===== src/rtl/uart_pkg.sv =====
// -----------------------------------------------------------------------------
// uart_pkg
//   Shared definitions for the UART transmitter and receiver.
//   - tx_state_t : transmitter FSM state encoding
//   - UART_IDLE  : idle (mark) level of the serial line
//   - max_u      : constant helper used to size shared tick counters
// -----------------------------------------------------------------------------
package uart_pkg;

  typedef enum logic [2:0] {
    IDLE,
    START,
    DATA,
    PARITY,
    STOP
  } tx_state_t;

  localparam logic UART_IDLE = 1'b1;

  function automatic int unsigned max_u(input int unsigned a, input int unsigned b);
    return (a > b) ? a : b;
  endfunction

endpackage


===== src/rtl/uart_tx.sv =====
// -----------------------------------------------------------------------------
// uart_tx
//   UART serial transmitter. Frames a parallel word as
//   start bit, DBIT data bits LSB first, optional parity bit, stop phase.
//   Bit timing advances only on s_tick (oversample tick from the baud
//   generator); the line idles high.
//
// Parameters
//   DBIT        data bits per frame (5..9)
//   OVERSAMPLE  s_tick pulses per bit period (>= 2)
//   SB_TICK     s_tick pulses in the stop phase
//   PARITY_ODD  0 = even, 1 = odd parity (parity build only)
//
// Ports
//   clk          system clock, rising edge
//   reset_n      asynchronous active-low reset
//   s_tick       1-clk oversample tick
//   tx_start     send request, honoured only while tx_busy = 0
//   tx_din       word to send, sampled in the accept cycle
//   tx           registered serial output
//   tx_busy      high from the cycle after accept until tx_done_tick
//   tx_done_tick 1-clk pulse in the first idle cycle after a frame
//
// Build option
//   UART_TX_PARITY_EN : when defined, a parity bit is sent after the data
//                       bits. When undefined, DATA goes straight to STOP.
// -----------------------------------------------------------------------------
module uart_tx
  import uart_pkg::*;
#(
  parameter int unsigned DBIT       = 8,
  parameter int unsigned OVERSAMPLE = 16,
  parameter int unsigned SB_TICK    = 16,
  parameter bit          PARITY_ODD = 1'b0
) (
  input  logic            clk,
  input  logic            reset_n,
  input  logic            s_tick,
  input  logic            tx_start,
  input  logic [DBIT-1:0] tx_din,
  output logic            tx,
  output logic            tx_busy,
  output logic            tx_done_tick
);

  // One tick counter serves both the bit periods and the stop phase.
  localparam int unsigned SW = $clog2(max_u(OVERSAMPLE, SB_TICK));
  localparam int unsigned NW = $clog2(DBIT);

  localparam logic [SW-1:0] OS_LAST = SW'(OVERSAMPLE - 1);
  localparam logic [SW-1:0] SB_LAST = SW'(SB_TICK - 1);
  localparam logic [NW-1:0] N_LAST  = NW'(DBIT - 1);

  localparam bit CFG_OK = (DBIT >= 5) && (DBIT <= 9) && (OVERSAMPLE >= 2) && (SB_TICK >= 1);

  if (!CFG_OK) begin : g_cfg_check
    $error("uart_tx: unsupported parameter set");
  end

  tx_state_t       state;
  logic [SW-1:0]   s_cnt;
  logic [NW-1:0]   n_cnt;
  logic [DBIT-1:0] shreg;

`ifdef UART_TX_PARITY_EN
  // Parity is taken from the word at accept time, because the shift
  // register no longer holds the whole word by the time the bit goes out.
  logic par_bit;
`endif

  always_ff @(posedge clk or negedge reset_n) begin
    if (!reset_n) begin
      state        <= IDLE;
      tx           <= UART_IDLE;
      tx_busy      <= 1'b0;
      tx_done_tick <= 1'b0;
      s_cnt        <= '0;
      n_cnt        <= '0;
      shreg        <= '0;
`ifdef UART_TX_PARITY_EN
      par_bit      <= 1'b0;
`endif
    end else begin
      tx_done_tick <= 1'b0;

      case (state)
        IDLE: begin
          tx <= UART_IDLE;
          if (tx_start) begin
            shreg   <= tx_din;
            s_cnt   <= '0;
            tx      <= ~UART_IDLE;
            tx_busy <= 1'b1;
            state   <= START;
`ifdef UART_TX_PARITY_EN
            par_bit <= (^tx_din) ^ PARITY_ODD;
`endif
          end
        end

        START: begin
          if (s_tick) begin
            if (s_cnt == OS_LAST) begin
              s_cnt <= '0;
              n_cnt <= '0;
              tx    <= shreg[0];
              state <= DATA;
            end else begin
              s_cnt <= s_cnt + SW'(1);
            end
          end
        end

        DATA: begin
          if (s_tick) begin
            if (s_cnt == OS_LAST) begin
              s_cnt <= '0;
              shreg <= {1'b0, shreg[DBIT-1:1]};
              if (n_cnt == N_LAST) begin
`ifdef UART_TX_PARITY_EN
                tx    <= par_bit;
                state <= PARITY;
`else
                tx    <= UART_IDLE;
                state <= STOP;
`endif
              end else begin
                // tx is registered, so the next bit is taken one position
                // ahead of the shift that happens in this same cycle.
                n_cnt <= n_cnt + NW'(1);
                tx    <= shreg[1];
              end
            end else begin
              s_cnt <= s_cnt + SW'(1);
            end
          end
        end

`ifdef UART_TX_PARITY_EN
        PARITY: begin
          if (s_tick) begin
            if (s_cnt == OS_LAST) begin
              s_cnt <= '0;
              tx    <= UART_IDLE;
              state <= STOP;
            end else begin
              s_cnt <= s_cnt + SW'(1);
            end
          end
        end
`endif

        STOP: begin
          tx <= UART_IDLE;
          if (s_tick) begin
            if (s_cnt == SB_LAST) begin
              s_cnt        <= '0;
              tx_busy      <= 1'b0;
              tx_done_tick <= 1'b1;
              state        <= IDLE;
            end else begin
              s_cnt <= s_cnt + SW'(1);
            end
          end
        end

        default: begin
          tx      <= UART_IDLE;
          tx_busy <= 1'b0;
          s_cnt   <= '0;
          state   <= IDLE;
        end
      endcase
    end
  end

endmodule

===== config.mk =====
export PLATFORM = sky130hd
export DESIGN_NAME = uart_tx
export DESIGN_NICKNAME = d
export VERILOG_FILES = /design/src/rtl/uart_pkg.sv /design/src/rtl/uart_tx.sv
export SDC_FILE = /design/constraint.sdc
export NUM_CORES = 1
export LEC_CHECK = 0
export CAP_MARGIN = 20
export CORE_UTILIZATION = 45
export CTS_CLUSTER_DIAMETER = 200
export DETAILED_ROUTE_END_ITERATION = 10
export GPL_ROUTABILITY_DRIVEN = 0
export GPL_TIMING_DRIVEN = 0
export HOLD_SLACK_MARGIN = 0.02
export PLACE_DENSITY = 0.76
export SLEW_MARGIN = 10
export SYNTH_ARGS = -nofsm -noshare
export SYNTH_HDL_FRONTEND = slang
export SYNTH_SLANG_ARGS = --single-unit

===== constraint.sdc =====
create_clock -name clk -period 1.55 [get_ports clk]
set_input_delay 0.2325 -clock clk [delete_from_list [all_inputs] [get_ports clk]]
set_output_delay 0.2325 -clock clk [all_outputs]
set_load 0.01 [all_outputs]

* Yosys cells after proc, flatten, opt, wreduce, memory -nomap -nowiden
Cells that the tools add are included.
Widths: inputs -> output; s select.
** Operators by class
- Multiplexer cells :: 35
- Bitwise gates (word level) :: 1
- Add/subtract/negate cells :: 2
- Reductions and logical operators :: 11
- Equal/unequal tests :: 15
** Operator list (number)
- $mux 3 :: 11
- $mux 8 :: 3
- $ne 2x2->1 const B :: 9
- $pmux 8 s2 :: 1
- $mux 1 :: 12
- $mux 4 :: 3
- $pmux 3 s4 :: 1
- $reduce_and 4->1 :: 3
- $pmux 4 s2 :: 1
- $reduce_and 8->1 :: 1
- $eq 3x3->1 const B :: 2
- $pmux 1 s3 :: 2
- $pmux 3 s2 :: 1
- $reduce_and 6->1 :: 1
- $add 4x1->4 const B :: 1
- $eq 4x4->1 const B :: 1
- $reduce_bool 2->1 :: 2
- $add 3x1->3 const B :: 1
- $eq 3x1->1 const B :: 1
- $eq 3x2->1 const B :: 1
- $logic_not 3->1 :: 1
- $reduce_or 3->1 :: 1
- $ne 2x1->1 const B :: 1
- $reduce_and 2->1 :: 1
- 2 further kinds :: 2
** Word-level totals
- Input bits :: 12
- Bits in registers :: 21
- Output and inout bits :: 3

* Depth between registers and ports, before layout
Gate-level depths: netlist of run 1.
- Depth after elaboration :: 5
- Gate-level depth with buffers :: 6

* Worst setup path after synthesis of run 1
Ideal clock, no wire load.
- Path kind :: register to register
- From :: register s_cnt[0]
- To :: register shreg[0]
- Buffers on the path :: 1
- Clock period less this slack :: 1.442 ns
- Library setup time :: 0.073 ns
- Slack :: 0.108 ns
- Stages on the path, launching flop included :: 7
- Required time :: 1.477 ns
- Arrival :: 1.369 ns
- Cell sequence :: dfrtp_1 ha_1 and4_4 nand3_4 and2_4 buf_6 a21oi_2
** On the way
- Cells in the longest elaborated chain, start to end :: 3
** RTL lines
- from (decl) :: RTL line uart_tx.sv:61 : logic [SW-1:0] s_cnt;
- from (signal assigned) :: RTL line uart_tx.sv:109 : s_cnt <= s_cnt + SW'(1);
- from (signal assigned) :: RTL line uart_tx.sv:134 : s_cnt <= s_cnt + SW'(1);
- from (signal assigned) :: RTL line uart_tx.sv:162 : s_cnt <= s_cnt + SW'(1);
- $eq 4x4->1 :: RTL line uart_tx.sv:116 : if (s_cnt == OS_LAST) begin
- $ne 2x2->1 (no line)
- $reduce_and 4->1 (no line)
- to (signal assigned) :: RTL line uart_tx.sv:90 : shreg <= tx_din;
- to (signal assigned) :: RTL line uart_tx.sv:118 : shreg <= {1'b0, shreg[DBIT-1:1]};
- to (decl) :: RTL line uart_tx.sv:63 : logic [DBIT-1:0] shreg;
Every way passes these cells.
A chain may end at the register's enable or synchronous reset.

* Final worst setup path of run 1
- From :: register state[2]
- To :: register s_cnt[3]
** On the way
- Cells in the longest elaborated chain, start to end :: 4
** RTL lines
- from (decl) :: RTL line uart_tx.sv:60 : tx_state_t state;
- from (signal assigned) :: RTL line uart_tx.sv:73 : state <= IDLE;
- from (signal assigned) :: RTL line uart_tx.sv:94 : state <= START;
- from (signal assigned) :: RTL line uart_tx.sv:107 : state <= DATA;
- $eq 3x3->1, or another cell as far along :: RTL line uart_tx.sv:86 : case (state)
- $reduce_or 3->1 (no line)
- $ne 2x1->1 (no line)
- $reduce_and 2->1 (no line)
Several ways; a longest one is shown, not always the timed one.

==> flow_summary.html, run 1 <==
<table>
<tr><th>Metric</th><th>Value</th></tr>
<tr><th colspan="2">Clock tree</th></tr>
<tr><td>Clock sink count</td><td>21</td></tr>
<tr><td>H-Tree Depth</td><td>1</td></tr>
<tr><td>CTS buffer count</td><td>3</td></tr>
<tr><td>Clock transition at the register clock pins on the worst setup and hold paths after CTS</td><td>about 0.12 ns</td></tr>
<tr><td>Clock buffer depth</td><td>2</td></tr>
<tr><td>CTS tree</td><td>built</td></tr>
<tr><td>Cell at the root of the clock tree</td><td>sky130_fd_sc_hd__clkbuf_4</td></tr>
<tr><td>Clock latency on the worst-skew pair</td><td>a little over 0.3 ns</td></tr>
<tr><th colspan="2">Synthesis</th></tr>
<tr><td>Post-Synth XOR/XNOR Area</td><td>less than 1%</td></tr>
<tr><td>Mux contribution to synthesized area</td><td>under 10%</td></tr>
<tr><td>Area fraction in compound gates after synthesis</td><td>approximately a quarter</td></tr>
<tr><td>Largest family of logic cells by synthesized area</td><td>compound AO/OA/AOI/OAI gates</td></tr>
<tr><td>Net count after synthesis</td><td>127</td></tr>
<tr><td>Number of flip-flops and latches in the synthesized netlist</td><td>21</td></tr>
<tr><td>Area share of and/or/nand/nor cells after synthesis</td><td>18.0%</td></tr>
<tr><td>Gate count of the mapped netlist</td><td>112</td></tr>
<tr><td>Predominant post-synthesis flop cell</td><td>sky130_fd_sc_hd__dfrtp_1</td></tr>
<tr><td>Area share of the largest cell type after synthesis</td><td>43.6%</td></tr>
<tr><td>Cell with the most instances after synthesis</td><td>sky130_fd_sc_hd__dfrtp_1</td></tr>
<tr><td>Average instance area after synthesis</td><td>10.3 um^2</td></tr>
<tr><td>Post-synthesis adder-cell area fraction</td><td>under 10%</td></tr>
<tr><td>Post-synthesis sequential area ratio</td><td>around 46%</td></tr>
<tr><td>Top cell types by occurrence after synthesis</td><td>sky130_fd_sc_hd__dfrtp_1, sky130_fd_sc_hd__inv_1, sky130_fd_sc_hd__nor2_1, sky130_fd_sc_hd__o22ai_1, sky130_fd_sc_hd__a21oi_2</td></tr>
<tr><td>Count of unique library cells instantiated by Yosys</td><td>37</td></tr>
<tr><td>Post-synth EDFFs</td><td>0</td></tr>
<tr><td>Ys Warns</td><td>0</td></tr>
<tr><td>Async set-or-reset flop fraction in the synthesized netlist</td><td>100%</td></tr>
<tr><td>Area of the mapped netlist</td><td>between 0.001 and 0.0015 mm^2</td></tr>
<tr><td>Leading area contributor after synthesis</td><td>sky130_fd_sc_hd__dfrtp_1</td></tr>
<tr><td>Top cells by area, synth</td><td>sky130_fd_sc_hd__dfrtp_1, sky130_fd_sc_hd__a21oi_2, sky130_fd_sc_hd__a22o_1, sky130_fd_sc_hd__o22ai_1, sky130_fd_sc_hd__ha_1</td></tr>
<tr><th colspan="2">Power and ir drop</th></tr>
<tr><td>Internal Dissipation</td><td>approximately 1.2 mW</td></tr>
<tr><td>Sw Pwr</td><td>~600 uW</td></tr>
<tr><td>Leak Pwr</td><td>0.640 nW</td></tr>
<tr><td>Power share of the combinational group</td><td>37.7%</td></tr>
<tr><td>Power density normalized to cell area</td><td>between 1000 and 1500 mW/mm^2</td></tr>
<tr><td>Worst-case vdd ir drop</td><td>0.661 mV</td></tr>
<tr><td>Sequential fraction of design power</td><td>around 48%</td></tr>
<tr><td>Sw frac</td><td>around a third</td></tr>
<tr><td>Clock network power share</td><td>around 15%</td></tr>
<tr><th colspan="2">Floorplanning</th></tr>
<tr><td>Die Width</td><td>52.5 um</td></tr>
<tr><td>Effective utilization at floorplan</td><td>roughly 50%</td></tr>
<tr><td>Placement row count</td><td>17</td></tr>
<tr><td>Std-Cell Core Area</td><td>0.00232 mm^2</td></tr>
<tr><td>Number of top-level pins</td><td>15</td></tr>
<tr><td>Die Height</td><td>between 50 and 60 um</td></tr>
<tr><td>Die outline area</td><td>about 0.0028 mm^2</td></tr>
<tr><th colspan="2">Setup path</th></tr>
<tr><td>Required @ worst endpoint</td><td>1.75 ns</td></tr>
<tr><td>Endpoint of the lowest-slack register-to-register path</td><td>s_cnt[3]$_DFFE_PN0P_</td></tr>
<tr><td>Critical path peak fanout</td><td>10</td></tr>
<tr><td>Worst r2r path cells</td><td>5</td></tr>
<tr><td>Kind of start point of the critical path</td><td>register</td></tr>
<tr><td>Kind of critical path</td><td>register to register</td></tr>
<tr><td>Slack of the worst reg-to-reg path</td><td>0.07 ns</td></tr>
<tr><td>Worst setup EP type</td><td>register</td></tr>
<tr><td>Beginning of the worst register-to-register path</td><td>state[2]$_DFFE_PN0P_</td></tr>
<tr><td>Arrival time worst endpoint</td><td>approximately 1.7 ns</td></tr>
<tr><th colspan="2">Timing</th></tr>
<tr><td>Post-route minimum period</td><td>1.48 ns</td></tr>
<tr><td>Number of max-slew violations in the final report</td><td>0</td></tr>
<tr><td>Clock Skews</td><td>approximately 0.0094 ns</td></tr>
<tr><td>Hold slack final</td><td>0.426 ns</td></tr>
<tr><td>Slew margin rel.</td><td>37.9%</td></tr>
<tr><td>Final setup slack of the worst path</td><td>roughly 0.074 ns</td></tr>
<tr><td>Total setup violations reported at the end of the flow</td><td>0</td></tr>
<tr><td>Achievable frequency</td><td>a little under 0.7 GHz</td></tr>
<tr><td>Final worst-path cycle share</td><td>95.2%</td></tr>
<tr><td>Worst slew pin tran</td><td>~0.93 ns</td></tr>
<tr><td>Number of hold violations in the final report</td><td>0</td></tr>
<tr><th colspan="2">Route</th></tr>
<tr><td>Routed WL per cell</td><td>~14 um</td></tr>
<tr><td>Detailed-router iteration count before antenna repair</td><td>4</td></tr>
<tr><td>Via density</td><td>around 5.6</td></tr>
<tr><td>Sum of routed wire segments on met1</td><td>around 1100 um</td></tr>
<tr><td>Total length of routed wires</td><td>about 2300 um</td></tr>
<tr><td>DRC violation count after routing</td><td>0</td></tr>
<tr><td>Met3 wirelength from detailed routing</td><td>just over 60 um</td></tr>
<tr><td>Top Layer Used</td><td>met4</td></tr>
<tr><td>Via count</td><td>~900</td></tr>
<tr><td>Starting DRT DRC Count</td><td>11</td></tr>
<tr><td>Antenna-violating nets left</td><td>0</td></tr>
<tr><td>Met2 routed wirelength</td><td>~1100 um</td></tr>
<tr><th colspan="2">Hold path</th></tr>
<tr><td>Path category of the worst min-delay check</td><td>input port to async pin</td></tr>
<tr><th colspan="2">Layout</th></tr>
<tr><td>Total number of nets in the final design</td><td>around 150</td></tr>
<tr><td>Post-layout utilization of the core</td><td>between 60% and 70%</td></tr>
<tr><td>Area growth, synth to finish</td><td>25.4%</td></tr>
<tr><td>Share of final-layout standard cells stronger than drive strength 1</td><td>25.5%</td></tr>
<tr><td>Post-Layout Inst Area</td><td>0.00144 mm^2</td></tr>
<tr><td>Final antenna diode count</td><td>0</td></tr>
<tr><th colspan="2">Flow run</th></tr>
<tr><td>Maxcap violations</td><td>0</td></tr>
<tr><th colspan="2">Global route</th></tr>
<tr><td>Global Route Usage Sum</td><td>approximately a fifth</td></tr>
<tr><td>Number of antenna violations at the first check in global routing</td><td>0</td></tr>
<tr><td>Pin count of the biggest net entering global routing</td><td>22</td></tr>
<tr><td>Vias in the first global route</td><td>914</td></tr>
<tr><td>Sum of overflow across all layers after global routing</td><td>0</td></tr>
<tr><td>Wire length of the first global-routing pass</td><td>a little under 4000 um</td></tr>
<tr><th colspan="2">Placement</th></tr>
<tr><td>Placed wire-length estimate</td><td>1530 um</td></tr>
<tr><td>Post-Place Setup Slack</td><td>-0.167 ns</td></tr>
<tr><td>Instance area after placement</td><td>about 0.0013 mm^2</td></tr>
<tr><td>Number of buffers added on ports</td><td>14</td></tr>
<tr><th colspan="2">Run status</th></tr>
<tr><td>Status</td><td>completed</td></tr>
</table>
## state kept, by name, summed over array words and instances, names as in the netlist
signal and cells:
tx_busy 1, state 3, n_cnt 3, s_cnt 4, shreg 8, tx 1
tx_done_tick 1
## layout by cell type (no fill, tap or decap), types with 4 or more instances in the layout
master / synthesis / final
sky130_fd_sc_hd__dfrtp_1: 20 / 19
sky130_fd_sc_hd__o22ai_1: 8 / 8
sky130_fd_sc_hd__nor2_1: 8 / 7
sky130_fd_sc_hd__buf_4: 0 / 6
sky130_fd_sc_hd__clkdlybuf4s50_1: 0 / 12
sky130_fd_sc_hd__nor2b_1: 4 / 4
sky130_fd_sc_hd__a21oi_2: 7 / 7
sky130_fd_sc_hd__inv_1: 9 / 9
sky130_fd_sc_hd__a22o_1: 6 / 6
sky130_fd_sc_hd__nand2_1: 5 / 4
## power groups by stage
stage | clock, mW | combinational (mW) | sequential (mW)
CTS | 0.278 | 0.618 | 0.841
finish | 0.267 | 0.679 | 0.855
global route | 0.299 | 0.752 | 0.878
detailed placement | 0 | 0.570 | 0.863
global placement | 0 | 0.545 | 0.859
floorplan | 0 | 0.412 | 0.845
## kinds of logic (layout without fill, tap and decap cells)
| group | Yosys count | in the layout |
|---|---|---|
| compound gates | 38 | 38 |
| simple gates | 33 | 33 |
| flops | 21 | 21 |
| buf+inv | 14 | 39 |
| fa+ha+maj | 3 | 3 |
| mux | 2 | 2 |
| xor+xnor | 1 | 1 |
## stage by stage
stage	setup TNS (ns)	power (mW)	instances
final	0	1.80	165
after global routing	-0.00900	1.93	165
after CTS	0	1.74	160
after detailed placement	-1.78	1.43	154
after global placement	-1.63	1.40	154
after floorplan	0	1.26	112
## worst max path at each step
| stage | from | depth (start not counted) | slack [ns] | end |
|---|---|---|---|---|
| global placement | s_tick | 6 | -0.16 | shreg[6]$_DFFE_PN0P_ |
| global route | s_cnt[0]$_DFFE_PN0P_ | 5 | -0.009 | n_cnt[0]$_DFFE_PN0P_ |
| detailed placement | s_tick | 6 | -0.17 | shreg[4]$_DFFE_PN0P_ |
| CTS | s_cnt[0]$_DFFE_PN0P_ | 6 | 0.01 | shreg[4]$_DFFE_PN0P_ |
| floorplan | s_cnt[0]$_DFFE_PN0P_ | 6 | 0.11 | shreg[0]$_DFFE_PN0P_ |
| finish | state[2]$_DFFE_PN0P_ | 5 | 0.07 | s_cnt[3]$_DFFE_PN0P_ |
## critical path: stages (launching register included)
cell and delay (ns):
sky130_fd_sc_hd__dfrtp_1 0.40, sky130_fd_sc_hd__buf_2 0.20, sky130_fd_sc_hd__xor2_1 0.18, sky130_fd_sc_hd__o21ai_1 0.21, sky130_fd_sc_hd__o211ai_1 0.14, sky130_fd_sc_hd__a22o_1 0.24
## cell type report
| cell class | instances | area, um^2 |
|---|---|---|
| multi-input cells | 77 | 566 |
| clock inverters | 1 | 5.00 |
| flip-flops and latches | 21 | 528 |
| fillers | 196 | 878 |
| inverters | 9 | 33.8 |
| plain buffers | 5 | 43.8 |
| well taps | 28 | 35.0 |
| clock buffers | 3 | 22.5 |
| repair buffers | 21 | 206 |
## routing by layer
metal	global-route usage, %	vias to the layer above
met5	0	-
met4	6.58	0
met3	2.03	2
met2	33.5	16
met1	24.0	449
li1	-	458
## what timing repair did
item / CTS / global route
hold buffers: 0 / 0
endpoints found under the setup margin: 12 / 15
endpoints found under the hold margin: 0 / 0
resized for setup: 2 / 7
buffers inserted: 2 / 5
pin swaps: 0 / 2
(Power assumes the default switching activity.)
==> run 2, diff against run 1 <==
--- a/config.mk
+++ b/config.mk
@@ -10,7 +10,6 @@
 export CTS_CLUSTER_DIAMETER = 200
 export DETAILED_ROUTE_END_ITERATION = 10
 export GPL_ROUTABILITY_DRIVEN = 0
-export GPL_TIMING_DRIVEN = 0
 export HOLD_SLACK_MARGIN = 0.02
 export PLACE_DENSITY = 0.76
 export SLEW_MARGIN = 10
==> run 2 against run 1 <==
Design area is 2.0% lower. Utilization is 1.2 points lower. Total power is 2.1% lower. Combinational power is 4.0% lower. Clock skew is 0.0018 ns higher. Die area stayed put. Worst hold slack worse by 0.18 ns. Sequential power is 1% lower. Fmax is 0.74% higher. Setup slack better by 0.011 ns. Critical path type unchanged.
==> flow_summary.html, run 2 (synthesis results as in run 1) <==
<table>
<tr><th>Metric</th><th>Value</th></tr>
<tr><th colspan="2">Run status</th></tr>
<tr><td>Status</td><td>completed</td></tr>
<tr><th colspan="2">Power and ir drop</th></tr>
<tr><td>Power density normalized to cell area</td><td>1250 mW/mm^2 (about the same)</td></tr>
<tr><td>Worst-case vdd ir drop</td><td>0.621 mV (-6.1%)</td></tr>
<tr><td>Leak Pwr</td><td>0.635 nW (-0.85%)</td></tr>
<tr><td>Final Total Pwr</td><td>1.76 mW (-2.1%)</td></tr>
<tr><th colspan="2">Layout</th></tr>
<tr><td>Post-Layout Inst Area</td><td>0.00141 mm^2 (-2.0%)</td></tr>
<tr><td>Share of final-layout standard cells stronger than drive strength 1</td><td>24.6% (-0.91 points)</td></tr>
<tr><td>Largest register by flop count</td><td>shreg</td></tr>
<tr><td>Commonest cells after routing, fill and taps aside</td><td>sky130_fd_sc_hd__dfrtp_1, sky130_fd_sc_hd__clkdlybuf4s50_1, sky130_fd_sc_hd__buf_4, sky130_fd_sc_hd__inv_1, sky130_fd_sc_hd__o22ai_1</td></tr>
<tr><td>Area growth, synth to finish</td><td>22.9%</td></tr>
<tr><td>Leading cell type in the layout, fill and taps excluded</td><td>sky130_fd_sc_hd__dfrtp_1</td></tr>
<tr><td>Number of flip-flops under the largest register name</td><td>8 (unchanged)</td></tr>
<tr><td>Post-layout utilization of the core</td><td>60.9% (-1.2 points)</td></tr>
<tr><td>Final antenna diode count</td><td>0 (unchanged)</td></tr>
<tr><td>Registers with the most flip-flops</td><td>shreg: 8 flops, s_cnt: 4 flops</td></tr>
<tr><td>Total number of nets in the final design</td><td>154 (+0.65%)</td></tr>
<tr><th colspan="2">Clock tree</th></tr>
<tr><td>H-Tree Depth</td><td>1 (unchanged)</td></tr>
<tr><td>Clock sink count</td><td>21 (unchanged)</td></tr>
<tr><td>Clock buffer depth</td><td>2 (unchanged)</td></tr>
<tr><td>Cell at the root of the clock tree</td><td>sky130_fd_sc_hd__clkbuf_4</td></tr>
<tr><td>Hold bufs inserted after CTS</td><td>0 (unchanged)</td></tr>
<tr><td>Clock latency on the worst-skew pair</td><td>0.31 ns (about the same)</td></tr>
<tr><td>CTS tree</td><td>built</td></tr>
<tr><td>CTS buffer count</td><td>3 (unchanged)</td></tr>
<tr><td>Clock transition at the register clock pins on the worst setup and hold paths after CTS</td><td>0.12 ns (about the same)</td></tr>
<tr><th colspan="2">Floorplanning</th></tr>
<tr><td>Die Width</td><td>52.5 um (unchanged)</td></tr>
<tr><td>Die outline area</td><td>0.00276 mm^2 (unchanged)</td></tr>
<tr><td>Placement row count</td><td>17 (unchanged)</td></tr>
<tr><td>Effective utilization at floorplan</td><td>49.5% (unchanged)</td></tr>
<tr><td>Die Height</td><td>52.5 um (unchanged)</td></tr>
<tr><td>Number of top-level pins</td><td>15 (unchanged)</td></tr>
<tr><td>Std-Cell Core Area</td><td>0.00232 mm^2 (unchanged)</td></tr>
<tr><th colspan="2">Timing</th></tr>
<tr><td>Total setup violations reported at the end of the flow</td><td>0 (unchanged)</td></tr>
<tr><td>Final worst-path cycle share</td><td>94.5% (-0.70 points)</td></tr>
<tr><td>Clock Skews</td><td>0.0111 ns (+0.00178 ns)</td></tr>
<tr><td>Final setup slack of the worst path</td><td>0.0846 ns (+0.0109 ns)</td></tr>
<tr><td>Post-route minimum period</td><td>1.47 ns (-0.0109 ns)</td></tr>
<tr><td>Total negative slack</td><td>0 ns (unchanged)</td></tr>
<tr><td>Number of hold violations in the final report</td><td>0 (unchanged)</td></tr>
<tr><td>Number of max-slew violations in the final report</td><td>0 (unchanged)</td></tr>
<tr><td>Worst slew pin tran</td><td>0.360 ns (-0.569 ns)</td></tr>
<tr><td>Achievable frequency</td><td>0.682 GHz (+0.74%)</td></tr>
<tr><td>Slew margin rel.</td><td>76.0% (+38 points)</td></tr>
<tr><th colspan="2">Setup path</th></tr>
<tr><td>Worst setup EP type</td><td>register</td></tr>
<tr><td>Kind of critical path</td><td>register to register</td></tr>
<tr><td>Beginning of the worst register-to-register path</td><td>n_cnt[0]$_DFFE_PN0P_</td></tr>
<tr><td>Slack of the worst reg-to-reg path</td><td>0.08 ns (about the same)</td></tr>
<tr><td>Worst r2r path cells</td><td>5 (unchanged)</td></tr>
<tr><td>Required @ worst endpoint</td><td>1.75 ns (about the same)</td></tr>
<tr><td>Endpoint of the lowest-slack register-to-register path</td><td>n_cnt[0]$_DFFE_PN0P_</td></tr>
<tr><td>Arrival time worst endpoint</td><td>1.67 ns (about the same)</td></tr>
<tr><td>Kind of start point of the critical path</td><td>register</td></tr>
<tr><td>Critical path peak fanout</td><td>4 (-6)</td></tr>
<tr><th colspan="2">Route</th></tr>
<tr><td>Starting DRT DRC Count</td><td>21 (+10)</td></tr>
<tr><td>Detailed-router iteration count before antenna repair</td><td>4 (unchanged)</td></tr>
<tr><td>Total length of routed wires</td><td>2220 um (-2.2%)</td></tr>
<tr><td>Via density</td><td>5.57 (-0.60%)</td></tr>
<tr><td>Routed WL per cell</td><td>13.4 um (-2.7%)</td></tr>
<tr><td>Antenna-violating nets left</td><td>0 (unchanged)</td></tr>
<tr><td>Via count</td><td>925 (unchanged)</td></tr>
<tr><td>DRC violation count after routing</td><td>0 (unchanged)</td></tr>
<tr><th colspan="2">Global route</th></tr>
<tr><td>Number of antenna violations at the first check in global routing</td><td>0 (unchanged)</td></tr>
<tr><td>Global Route Usage Sum</td><td>18.4% (-0.65 points)</td></tr>
<tr><td>Vias in the first global route</td><td>869 (-4.9%)</td></tr>
<tr><td>Pin count of the biggest net entering global routing</td><td>22 (unchanged)</td></tr>
<tr><td>Sum of overflow across all layers after global routing</td><td>0 (unchanged)</td></tr>
<tr><td>Wire length of the first global-routing pass</td><td>3660 um (-5.8%)</td></tr>
<tr><th colspan="2">Placement</th></tr>
<tr><td>Number of buffers added on ports</td><td>14 (unchanged)</td></tr>
<tr><td>Post-Place Setup Slack</td><td>-0.0871 ns (+0.0794 ns)</td></tr>
<tr><td>Placed wire-length estimate</td><td>1670 um (+9.1%)</td></tr>
<tr><td>Instance area after placement</td><td>0.00136 mm^2 (+2.9%)</td></tr>
<tr><th colspan="2">Hold path</th></tr>
<tr><td>Path category of the worst min-delay check</td><td>input port to async pin</td></tr>
<tr><th colspan="2">Flow run</th></tr>
<tr><td>Maxcap violations</td><td>0 (unchanged)</td></tr>
</table>
==> run 2: cell types whose count changed in the layout (fill, tap and decap cells not counted), sizes merged <==
cell / before / now
buf: 12 / 13
clkdlybuf4s50: 12 / 13
dlymetal6s2s: 1 / 0
==> run 2: critical path: stages, from the launching register on <==
cell and delay, ns:
sky130_fd_sc_hd__dfrtp_1 0.40, sky130_fd_sc_hd__ha_1 0.20, sky130_fd_sc_hd__ha_1 0.23, sky130_fd_sc_hd__o21ai_1 0.17, sky130_fd_sc_hd__nand2_2 0.09, sky130_fd_sc_hd__mux2_2 0.27
==> run 2: what timing repair did <==
action	4_1_cts	5_1_grt
pin swaps	0	2
endpoints found under the setup margin	1	8
gates resized for setup	1	3
buffers inserted	0	2
==> run 2: power by group <==
group	leakage (nW)	internal [mW]	switching, mW
Sequential	0.250	0.723	0.119
Clock	0.0177	0.0965	0.172
Combinational	0.368	0.358	0.294
==> run 2: cell type report <==
cell class / instances / area (um^2)
clock inverter: 1 / 5.00
fill: 193 / 907
inverter: 9 / 33.8
clock buffer: 3 / 22.5
timing repair buffer: 27 / 236
sequential: 21 / 527
tap: 28 / 35.0
multi-input combinational: 77 / 552
==> run 2: how the worst max path moves through the flow <==
stage / from / to / slack [ns]
after global routing: n_cnt[0]$_DFFE_PN0P_ / n_cnt[0]$_DFFE_PN0P_ / -0.01
final: n_cnt[0]$_DFFE_PN0P_ / n_cnt[0]$_DFFE_PN0P_ / 0.08
after CTS: tx_busy$_DFFE_PN0P_ / tx_busy / 0.02
after global placement: s_tick / n_cnt[0]$_DFFE_PN0P_ / -0.04
after detailed placement: s_tick / n_cnt[0]$_DFFE_PN0P_ / -0.09
after floorplan: s_cnt[0]$_DFFE_PN0P_ / shreg[0]$_DFFE_PN0P_ / 0.11
==> run 2: through the flow <==
| stage | hold slack [ns] | instances |
|---|---|---|
| final | 0.243 | 166 |
| after CTS | 0.249 | 164 |
| after floorplan | -0.0631 | 112 |
| after global routing | 0.271 | 166 |
| after detailed placement | 0.503 | 160 |
| after global placement | 0.491 | 160 |
==> run 2: per-layer routing <==
metal	up-vias	share of wire (%)	track usage (%)
met3	3	3.5	3.48
met1	451	49	23.4
met2	15	47	31.6
met4	0	0.90	5.26
li1	456	-	-
met5	-	0	0
